[src/rtl/pipe_pkg.sv]
// Shared constants and helpers for the elastic inter-stage pipeline latches.
// Control field layout, MEM->WB payload packing and legal chain depths.
package pipe_pkg;

    localparam int CTRL_REG_WRITE_BIT = 0;
    localparam int CTRL_DST_LSB       = 1;
    localparam int CTRL_DST_W         = 4;

    localparam int WB_FIELD_W   = 16;
    localparam int WB_WDATA_LSB = 0;
    localparam int WB_RDATA_LSB = 16;

    localparam int DEPTH_MIN = 1;
    localparam int DEPTH_MAX = 4;

    typedef struct packed {
        logic [WB_FIELD_W-1:0] read_data;
        logic [WB_FIELD_W-1:0] write_data;
    } mem_wb_data_t;

    function automatic bit depth_ok(int d);
        return (d >= DEPTH_MIN) && (d <= DEPTH_MAX);
    endfunction

endpackage

[src/rtl/pipe_latch_slot.sv]
// One elastic pipeline slot: valid, control and payload registers.
// Invalid loads zero the control field and leave the payload untouched.
module pipe_latch_slot #(
    parameter int DATA_W = 32,
    parameter int CTRL_W = 5
) (
    input  logic              clk,
    input  logic              rst_n,
    input  logic              load_en,
    input  logic              flush,
    input  logic              prev_valid,
    input  logic [CTRL_W-1:0] prev_ctrl,
    input  logic [DATA_W-1:0] prev_data,
    output logic              valid,
    output logic [CTRL_W-1:0] ctrl,
    output logic [DATA_W-1:0] data
);

    always_ff @(posedge clk or negedge rst_n) begin
        if (!rst_n) begin
            valid <= 1'b0;
            ctrl  <= '0;
            data  <= '0;
        end else if (flush) begin
            valid <= 1'b0;
            ctrl  <= '0;
        end else if (load_en) begin
            valid <= prev_valid;
            if (prev_valid) begin
                ctrl <= prev_ctrl;
                data <= prev_data;
            end else begin
                ctrl <= '0;
            end
        end
    end

endmodule

[src/rtl/pipe_latch_chain.sv]
// Chain of DEPTH elastic slots with bubble collapsing, flush and occupancy.
// Slot 0 faces the producer, slot DEPTH-1 drives the consumer.
module pipe_latch_chain
    import pipe_pkg::*;
#(
    parameter int DATA_W = 32,
    parameter int CTRL_W = 5,
    parameter int DEPTH  = 2,
    parameter int CNT_W  = $clog2(DEPTH + 1)
) (
    input  logic              clk,
    input  logic              rst_n,
    input  logic              in_valid,
    output logic              in_ready,
    input  logic [DATA_W-1:0] in_data,
    input  logic [CTRL_W-1:0] in_ctrl,
    input  logic              flush,
    output logic              out_valid,
    input  logic              out_ready,
    output logic [DATA_W-1:0] out_data,
    output logic [CTRL_W-1:0] out_ctrl,
    output logic [CNT_W-1:0]  occupancy
);

    if (!depth_ok(DEPTH)) begin : g_bad_depth
        $error("pipe_latch_chain: DEPTH out of range");
    end

    logic [DEPTH-1:0]  v;
    logic [DEPTH-1:0]  adv;
    logic [DEPTH-1:0]  ld_v;
    logic [DEPTH-1:0]  v_nxt;
    logic [CTRL_W-1:0] c    [DEPTH];
    logic [CTRL_W-1:0] ld_c [DEPTH];
    logic [DATA_W-1:0] d    [DEPTH];
    logic [DATA_W-1:0] ld_d [DEPTH];
    logic [CNT_W-1:0]  occ_q;
    logic [CNT_W-1:0]  occ_nxt;

    // A slot may move when it is empty or everything ahead of it moves.
    always_comb begin : adv_ripple
        logic rip;
        adv = '0;
        rip = out_ready;
        for (int i = DEPTH - 1; i >= 0; i--) begin
            rip    = ~v[i] | rip;
            adv[i] = rip;
        end
    end

    assign in_ready = adv[0];

    always_comb begin
        ld_v    = '0;
        ld_v[0] = in_valid & adv[0];
        ld_c[0] = in_ctrl;
        ld_d[0] = in_data;
        for (int i = 1; i < DEPTH; i++) begin
            ld_v[i] = v[i-1];
            ld_c[i] = c[i-1];
            ld_d[i] = d[i-1];
        end
    end

    always_comb begin
        v_nxt   = '0;
        occ_nxt = '0;
        for (int i = 0; i < DEPTH; i++) begin
            v_nxt[i] = ~flush & (adv[i] ? ld_v[i] : v[i]);
            occ_nxt  = occ_nxt + CNT_W'(v_nxt[i]);
        end
    end

    for (genvar g = 0; g < DEPTH; g++) begin : g_slot
        pipe_latch_slot #(
            .DATA_W (DATA_W),
            .CTRL_W (CTRL_W)
        ) u_slot (
            .clk        (clk),
            .rst_n      (rst_n),
            .load_en    (adv[g]),
            .flush      (flush),
            .prev_valid (ld_v[g]),
            .prev_ctrl  (ld_c[g]),
            .prev_data  (ld_d[g]),
            .valid      (v[g]),
            .ctrl       (c[g]),
            .data       (d[g])
        );
    end

    always_ff @(posedge clk or negedge rst_n) begin
        if (!rst_n) begin
            occ_q <= '0;
        end else begin
            occ_q <= occ_nxt;
        end
    end

    assign occupancy = occ_q;
    assign out_valid = v[DEPTH-1];
    assign out_data  = d[DEPTH-1];
    // Bubbles must never present REG_WRITE downstream.
    assign out_ctrl  = out_valid ? c[DEPTH-1] : '0;

endmodule

[config.mk]
export PLATFORM = sky130hd
export DESIGN_NAME = pipe_latch_chain
export DESIGN_NICKNAME = d
export VERILOG_FILES = /design/src/rtl/pipe_pkg.sv /design/src/rtl/pipe_latch_slot.sv /design/src/rtl/pipe_latch_chain.sv
export SDC_FILE = /design/constraint.sdc
export NUM_CORES = 1
export LEC_CHECK = 0
export ABC_AREA = 1
export CAP_MARGIN = 20
export CORE_UTILIZATION = 30
export CTS_BUF_LIST = sky130_fd_sc_hd__clkbuf_8
export CTS_CLUSTER_DIAMETER = 100
export CTS_CLUSTER_SIZE = 25
export DETAILED_ROUTE_END_ITERATION = 16
export PLACE_DENSITY = 0.55
export SYNTH_ARGS = -nofsm -noshare
export SYNTH_HDL_FRONTEND = slang
export SYNTH_SLANG_ARGS = --single-unit
export TNS_END_PERCENT = 5
[constraint.sdc]
create_clock -name clk -period 1.7 [get_ports clk]
set_input_delay 0.425 -clock clk [delete_from_list [all_inputs] [get_ports clk]]
set_output_delay 0.425 -clock clk [all_outputs]
set_load 0.02 [all_outputs]
==> results.md, run 1 <==
* Status: finished clean
* Vias in the first global route at 2506
* HP Class: input pin to asynchronous set/reset pin
* Via Count at 2566
* Pins Over Slew Limit at 0
* Max-cap violation count at 0
* Port bufs at 82
* Post-route setup TNS at 0 ns
* Post-DP HPWL at 5110 microns
* Register-to-Register Path Depth at 6
* Warnings, synthesis at 0
* H-tree levels at 3
* Critical-path top delay cell: dfrtp_2
* Detail Route Antenna Nets at 0
* Die footprint at 11700 sq um
* Pin count of the biggest net entering global routing at 79
* Final Cell Area at 4390 sq um
* Final Setup Violations at 0
* Stages on worst setup path at 3
* Via density at 4.42
* Int Pwr at 0.00322 W
* Die Y at 108 microns
* WP data required at 1.27 ns
* Nets at 480
* Mapped Cells at 378
* Final Cycle Share at 0.955
* CP endpoint kind: output pin
* CP Launch Type: flip-flop
* Total power at 0.00454 W
* Power share of the clock group at 0.297
* DR iter-0 viols at 80
* Ant. Diodes at 0
* Setup CP Type: flip-flop to output pin
* CP Max Fanout at 8
* Comb pwr share at 0.204
* TritonRoute pass-1 iters at 4
* Slew @ Worst Pin at 0.455 ns
* Initial antenna violation count at 0
* WP data arrival at 1.20 ns
* First-pass GRT wire length at 12300 microns
* Residual DRC count at 0
* Syn_nets at 421
* Peak VDD IR at 418 uV
* Total congestion overflow at 0
* Fmax achieved at 616 MHz
* Die width at 108 microns
* Switching power at 0.00132 W
* Sequential Power Share at 0.499
* Area growth, synth to finish at 29.2%
* Initial core utilization at 0.310
* CTS tree: built
* Number of hold violations in the final report at 0
* Total Routed Length at 7510 microns
* Yosys reg bits at 78
* Crit-path cells: nand2_1, inv_1, clkdlybuf4s15_1
* Clock transition at path regs at 0.07 ns
* Crit-path max cell delay at 0.45 ns
* Reg area at 1950 sq um
* Leak at 2.36 nW
* Routability congestion estimate at 0.692
* # IOs at 83
* Switching part of the total at 0.292
* WHS at 0.0578 ns
* Unique masters post-synth at 16
* Minimum clock period at 1.62 ns
* Placement Cell Area at 4240 sq um
* Non-Filler Instances at 581
* Worst path bufs/invs at 2
* Slew headroom at 0.696
* Share of layout cells above drive strength 1 at 0.0998
* Core ar. at 10900 sq um
* CTS root buf: clkbuf_8
* Sequential element share of the synthesized area at 0.575
* CP top delay family: flip-flops
* Filler cell count in the final layout at 1151
* Longest Clk Path Bufs at 2
* Setup Skew at 0.00732 ns
* Worst skew pair latency at 0.34 ns
* Cell Pwr Density at 1040 nW/um^2
* # rows at 38
* Clk sink count at 78
* Routed WL per cell at 12.9 microns
* Multi-input gate area at 1050 sq um
* RSZ-0062 raised after global routing: no
* Placed Cells at 565
* Synth Area per Inst at 8.98 sq um
* GRT Util Overall at 0.140
* Post-Syn Area at 3390 sq um
* Number of clock buffers inserted by TritonCTS at 9
==> cells in the mapped netlist (all sizes together) <==
cell type / count / area (sq um)
inv: 10 / 37.5
a21oi: 2 / 10.0
o21ai: 1 / 5.00
nand3: 70 / 355
ha: 1 / 12.5
dfrtp: 78 / 1950
buf: 49 / 343
nor2: 4 / 53.8
nand2: 155 / 584
clkbuf: 4 / 15.0
nand4: 4 / 25.0
==> cell usage in the layout (no fill, tap or decap) <==
| cell type | n |
|---|---|
| dlygate4sd2_1 | 35 |
| nor2_4 | 3 |
| dfrtp_1 | 77 |
| clkdlybuf4s50_1 | 40 |
| a21oi_1 | 2 |
| nor2_8 | 1 |
| clkinvlp_4 | 1 |
| bufinv_16 | 1 |
| buf_12 | 6 |
| clkbuf_8 | 10 |
| inv_1 | 11 |
| nand4_1 | 4 |
| nand3_1 | 69 |
| clkbuf_2 | 1 |
| clkinv_2 | 2 |
| dfrtp_2 | 1 |
| o21ai_0 | 1 |
| buf_2 | 1 |
| clkdlybuf4s15_1 | 4 |
| nand2_1 | 153 |
| buf_4 | 14 |
| ha_1 | 1 |
| nand2_2 | 2 |
| nand3_2 | 1 |
==> state kept, by name (all words and copies together) (netlist names) <==
name	cells
g_slot.u_slot.ctrl	10
g_slot.u_slot.valid	2
occupancy	2
g_slot.u_slot.data	64
==> power groups by stage <==
stage / logic [W] / registers (W) / clock network, W
global placement: 0.00104 / 0.00231 / 0
global route: 0.00103 / 0.00231 / 0.00148
finish: 0.000926 / 0.00227 / 0.00135
CTS: 0.000942 / 0.00227 / 0.00140
detailed placement: 0.00106 / 0.00231 / 0
floorplan: 0.000729 / 0.00227 / 0
==> cells by family after synthesis <==
logic type | after synthesis | synth area share
buffers and inverters | 63 | 0.117
adders and majority gates | 1 | 0.00369
AOI/OAI and AO/OA | 3 | 0.00442
DFF | 78 | 0.575
and+or+nand+nor | 233 | 0.300
==> stage by stage <==
step / utilization / setup WS, ns
finish: 0.401 / 0.0764
global route: 0.401 / 0.00368
CTS: 0.401 / 0.00260
detailed placement: 0.388 / -0.343
global placement: 0.388 / -0.349
floorplan: - / 0.0836
==> final timing paths <==
| check | from | endpoint | slack [ns] |
|---|---|---|---|
| max | g_slot[1].u_slot.valid | out_ctrl[1] | 0.08 |
| min | rst_n | g_slot[1].u_slot.ctrl[3] | 0.06 |
| max reg2reg | g_slot[1].u_slot.valid | g_slot[0].u_slot.data[21] | 0.23 |
| min reg2reg | g_slot[1].u_slot.data[23] | g_slot[1].u_slot.data[23] | 0.47 |
| max in group asynchronous | rst_n | g_slot[1].u_slot.valid | 1.22 |
| min in group clk | g_slot[1].u_slot.data[23] | g_slot[1].u_slot.data[23] | 0.47 |
==> final cells by class <==
cell class,instances,share of cell area
flip-flops and latches,78,0.445
clock inverters,5,0.0117
clock buffers,10,0.0314
well taps,140,0.0399
inverters,10,0.00856
repair buffers,101,0.224
multi-input cells,237,0.239
==> routing by layer <==
layer | GRT usage | share of wire | up-vias
li1 | - | - | 1285
met1 | 0.184 | 0.47 | 1218
met2 | 0.218 | 0.47 | 53
met3 | 0.0307 | 0.044 | 10
met4 | 0.0724 | 0.017 | 0
met5 | 0 | 0 | -
==> repair_timing <==
| action | 4_1_cts | 5_1_grt |
|---|---|---|
| setup endpoints to repair | 41 | 6 |
| resized for setup | 44 | 7 |
| hold buffers | 0 | 0 |
| setup buffers | 0 | 1 |
| endpoints found under the hold margin | 0 | 0 |
(Power assumes the default switching activity.)
==> inputs of run 2 (changes only) <==
--- a/config.mk
+++ b/config.mk
@@ -12,6 +12,7 @@
 export CTS_CLUSTER_DIAMETER = 100
 export CTS_CLUSTER_SIZE = 25
 export DETAILED_ROUTE_END_ITERATION = 16
+export MAX_ROUTING_LAYER = met4
 export PLACE_DENSITY = 0.55
 export SYNTH_ARGS = -nofsm -noshare
 export SYNTH_HDL_FRONTEND = slang
==> results.md, run 2 (synthesis gave the netlist of run 1 again) <==
* Worst skew pair latency at 0.35 ns (about the same)
* Die footprint at 11700 sq um (unchanged)
* Via density at 4.42 (unchanged)
* Worst path bufs/invs at 2 (unchanged)
* Port bufs at 82 (unchanged)
* Final worst-path setup slack at 0.0700 ns (-0.00646 ns)
* WP data arrival at 1.21 ns (about the same)
* Crit-path cells: nand2_1, inv_1, clkdlybuf4s15_1
* WHS at 0.0836 ns (+0.0258 ns)
* Slew headroom at 0.721 (+0.0240)
* Post-DP HPWL at 5110 microns (unchanged)
* Area growth, synth to finish at 29.2% (unchanged)
* Residual DRC count at 0 (unchanged)
* # IOs at 83 (unchanged)
* Longest Clk Path Bufs at 2 (unchanged)
* Pin count of the biggest net entering global routing at 79 (unchanged)
* CP endpoint kind: output pin
* Pins Over Slew Limit at 0 (unchanged)
* Cell Pwr Density at 1040 nW/um^2 (about the same)
* Minimum clock period at 1.63 ns (+0.00646 ns)
* Share of layout cells above drive strength 1 at 0.0998 (unchanged)
* Most common cell after layout, fill and taps aside: nand2_1
* # rows at 38 (unchanged)
* Number of hold violations in the final report at 0 (unchanged)
* GRT Util Overall at 0.145 (+0.00406)
* Filler cell count in the final layout at 1151 (unchanged)
* Largest registers: g_slot.u_slot.data x64, g_slot.u_slot.ctrl x10
* TritonRoute pass-1 iters at 4 (unchanged)
* Core ar. at 10900 sq um (unchanged)
* Ant. Diodes at 0 (unchanged)
* Setup Skew at 0.00841 ns (+0.00109 ns)
* Crit-path max cell delay at 0.45 ns (about the same)
* Via Count at 2566 (unchanged)
* Fmax achieved at 613 MHz (-0.40%)
* Peak VDD IR at 419 uV (+0.17%)
* Total congestion overflow at 0 (unchanged)
* Status: finished clean
* Vias in the first global route at 2513 (+0.28%)
* Final Setup Violations at 0 (unchanged)
* Die Y at 108 microns (unchanged)
* Detail Route Antenna Nets at 0 (unchanged)
* CP Launch Type: flip-flop
* Max-cap violation count at 0 (unchanged)
* Routed WL per cell at 12.9 microns (-0.15%)
* Critical-path top delay cell: dfrtp_2
* Leak at 2.36 nW (unchanged)
* GR peak layer: met2
* Setup CP Type: flip-flop to output pin
* Multi-input gate area at 1050 sq um (unchanged)
* First-pass GRT wire length at 12300 microns (about the same)
* WP data required at 1.27 ns (about the same)
* CTS tree: built
* Grt met2 use at 0.218 (unchanged)
* Initial antenna violation count at 0 (unchanged)
* H-tree levels at 3 (unchanged)
* Clk sink count at 78 (unchanged)
* CTS root buf: clkbuf_8
* Number of clock buffers inserted by TritonCTS at 9 (unchanged)
* Slew @ Worst Pin at 0.419 ns (-0.0361 ns)
* CP Max Fanout at 8 (unchanged)
* Routability congestion estimate at 0.699 (+1.1%)
* CP top delay family: flip-flops
* Biggest register: g_slot.u_slot.data
* Total Routed Length at 7500 microns (-0.15%)
* HP Class: input pin to asynchronous set/reset pin
* Nets at 480 (unchanged)
* Initial core utilization at 0.310 (unchanged)
* Clock transition at path regs at 0.07 ns (about the same)
* Max reg flops at 64 (unchanged)
* Reg area at 1950 sq um (unchanged)
* RSZ-0062 raised after global routing: no
* Die width at 108 microns (unchanged)
* Most frequent cells in the layout: nand2_1, dfrtp_1, nand3_1
* DR iter-0 viols at 94 (+18%)
* GRT met3 Usage at 0.0289 (-0.00181)
* Pre-CTS setup slack at -0.343 ns (unchanged)
* Final Cycle Share at 0.959 (+0.00380)
* Met1 usage at 0.184 (+0.000765)
* CTS Hold Bufs at 0 (unchanged)
## run 2: final timing paths
check | start | end | slack, ns | cells after the start
max reg2reg | g_slot[1].u_slot.valid | g_slot[0].u_slot.data[21] | 0.22 | 6
max | g_slot[1].u_slot.valid | out_ctrl[1] | 0.07 | 3
max in group asynchronous | rst_n | g_slot[1].u_slot.data[21] | 1.28 | 2
min reg2reg | g_slot[1].u_slot.data[24] | g_slot[1].u_slot.data[24] | 0.46 | 2
min | rst_n | g_slot[1].u_slot.ctrl[3] | 0.08 | 2
min in group clk | g_slot[1].u_slot.data[24] | g_slot[1].u_slot.data[24] | 0.46 | 2
## run 2: area by class of cell
class,count,area share
clock inverter,5,0.0117
sequential,78,0.445
inverter,10,0.00856
clock buffer,10,0.0314
multi-input combinational,237,0.239
tap,140,0.0399
timing repair buffer,101,0.224
## run 2: through the flow
step / util / TNS (ns) / total power (W) / instance area, sq um / cells
after floorplan: - / 0 / 0.00300 / 3390 / 378
after global placement: 0.388 / -8.22 / 0.00335 / 4240 / 565
after detailed placement: 0.388 / -9.12 / 0.00337 / 4240 / 565
after CTS: 0.401 / 0 / 0.00461 / 4380 / 580
after global routing: 0.401 / 0 / 0.00482 / 4390 / 581
final: 0.401 / 0 / 0.00455 / 4390 / 581
## run 2: repair_timing
item	CTS	global route
pin swaps	0	0
endpoints found under the setup margin	41	6
resized for setup	44	7
buffers inserted	0	1
## run 2: worst register-to-register path, stage by stage (launching register included)
cell and delay [ns]:
dfrtp_2 0.47, nand3_2 0.11, buf_4 0.30, nand2_1 0.15
buf_4 0.22, nand2_1 0.07, nand2_1 0.05
## run 2: routing by layer
layer	part of all wire	routed length, microns
met1	0.47	3540
met2	0.47	3500
met3	0.041	310
met4	0.020	153
met5	0	0
## run 2: power by group
part           leakage [nW]  total, W  internal, W  switching, W
Combinational          1.27  0.000926     0.000394      0.000531
Clock                0.0993   0.00135     0.000700      0.000651
Sequential            0.997   0.00227      0.00212      0.000145
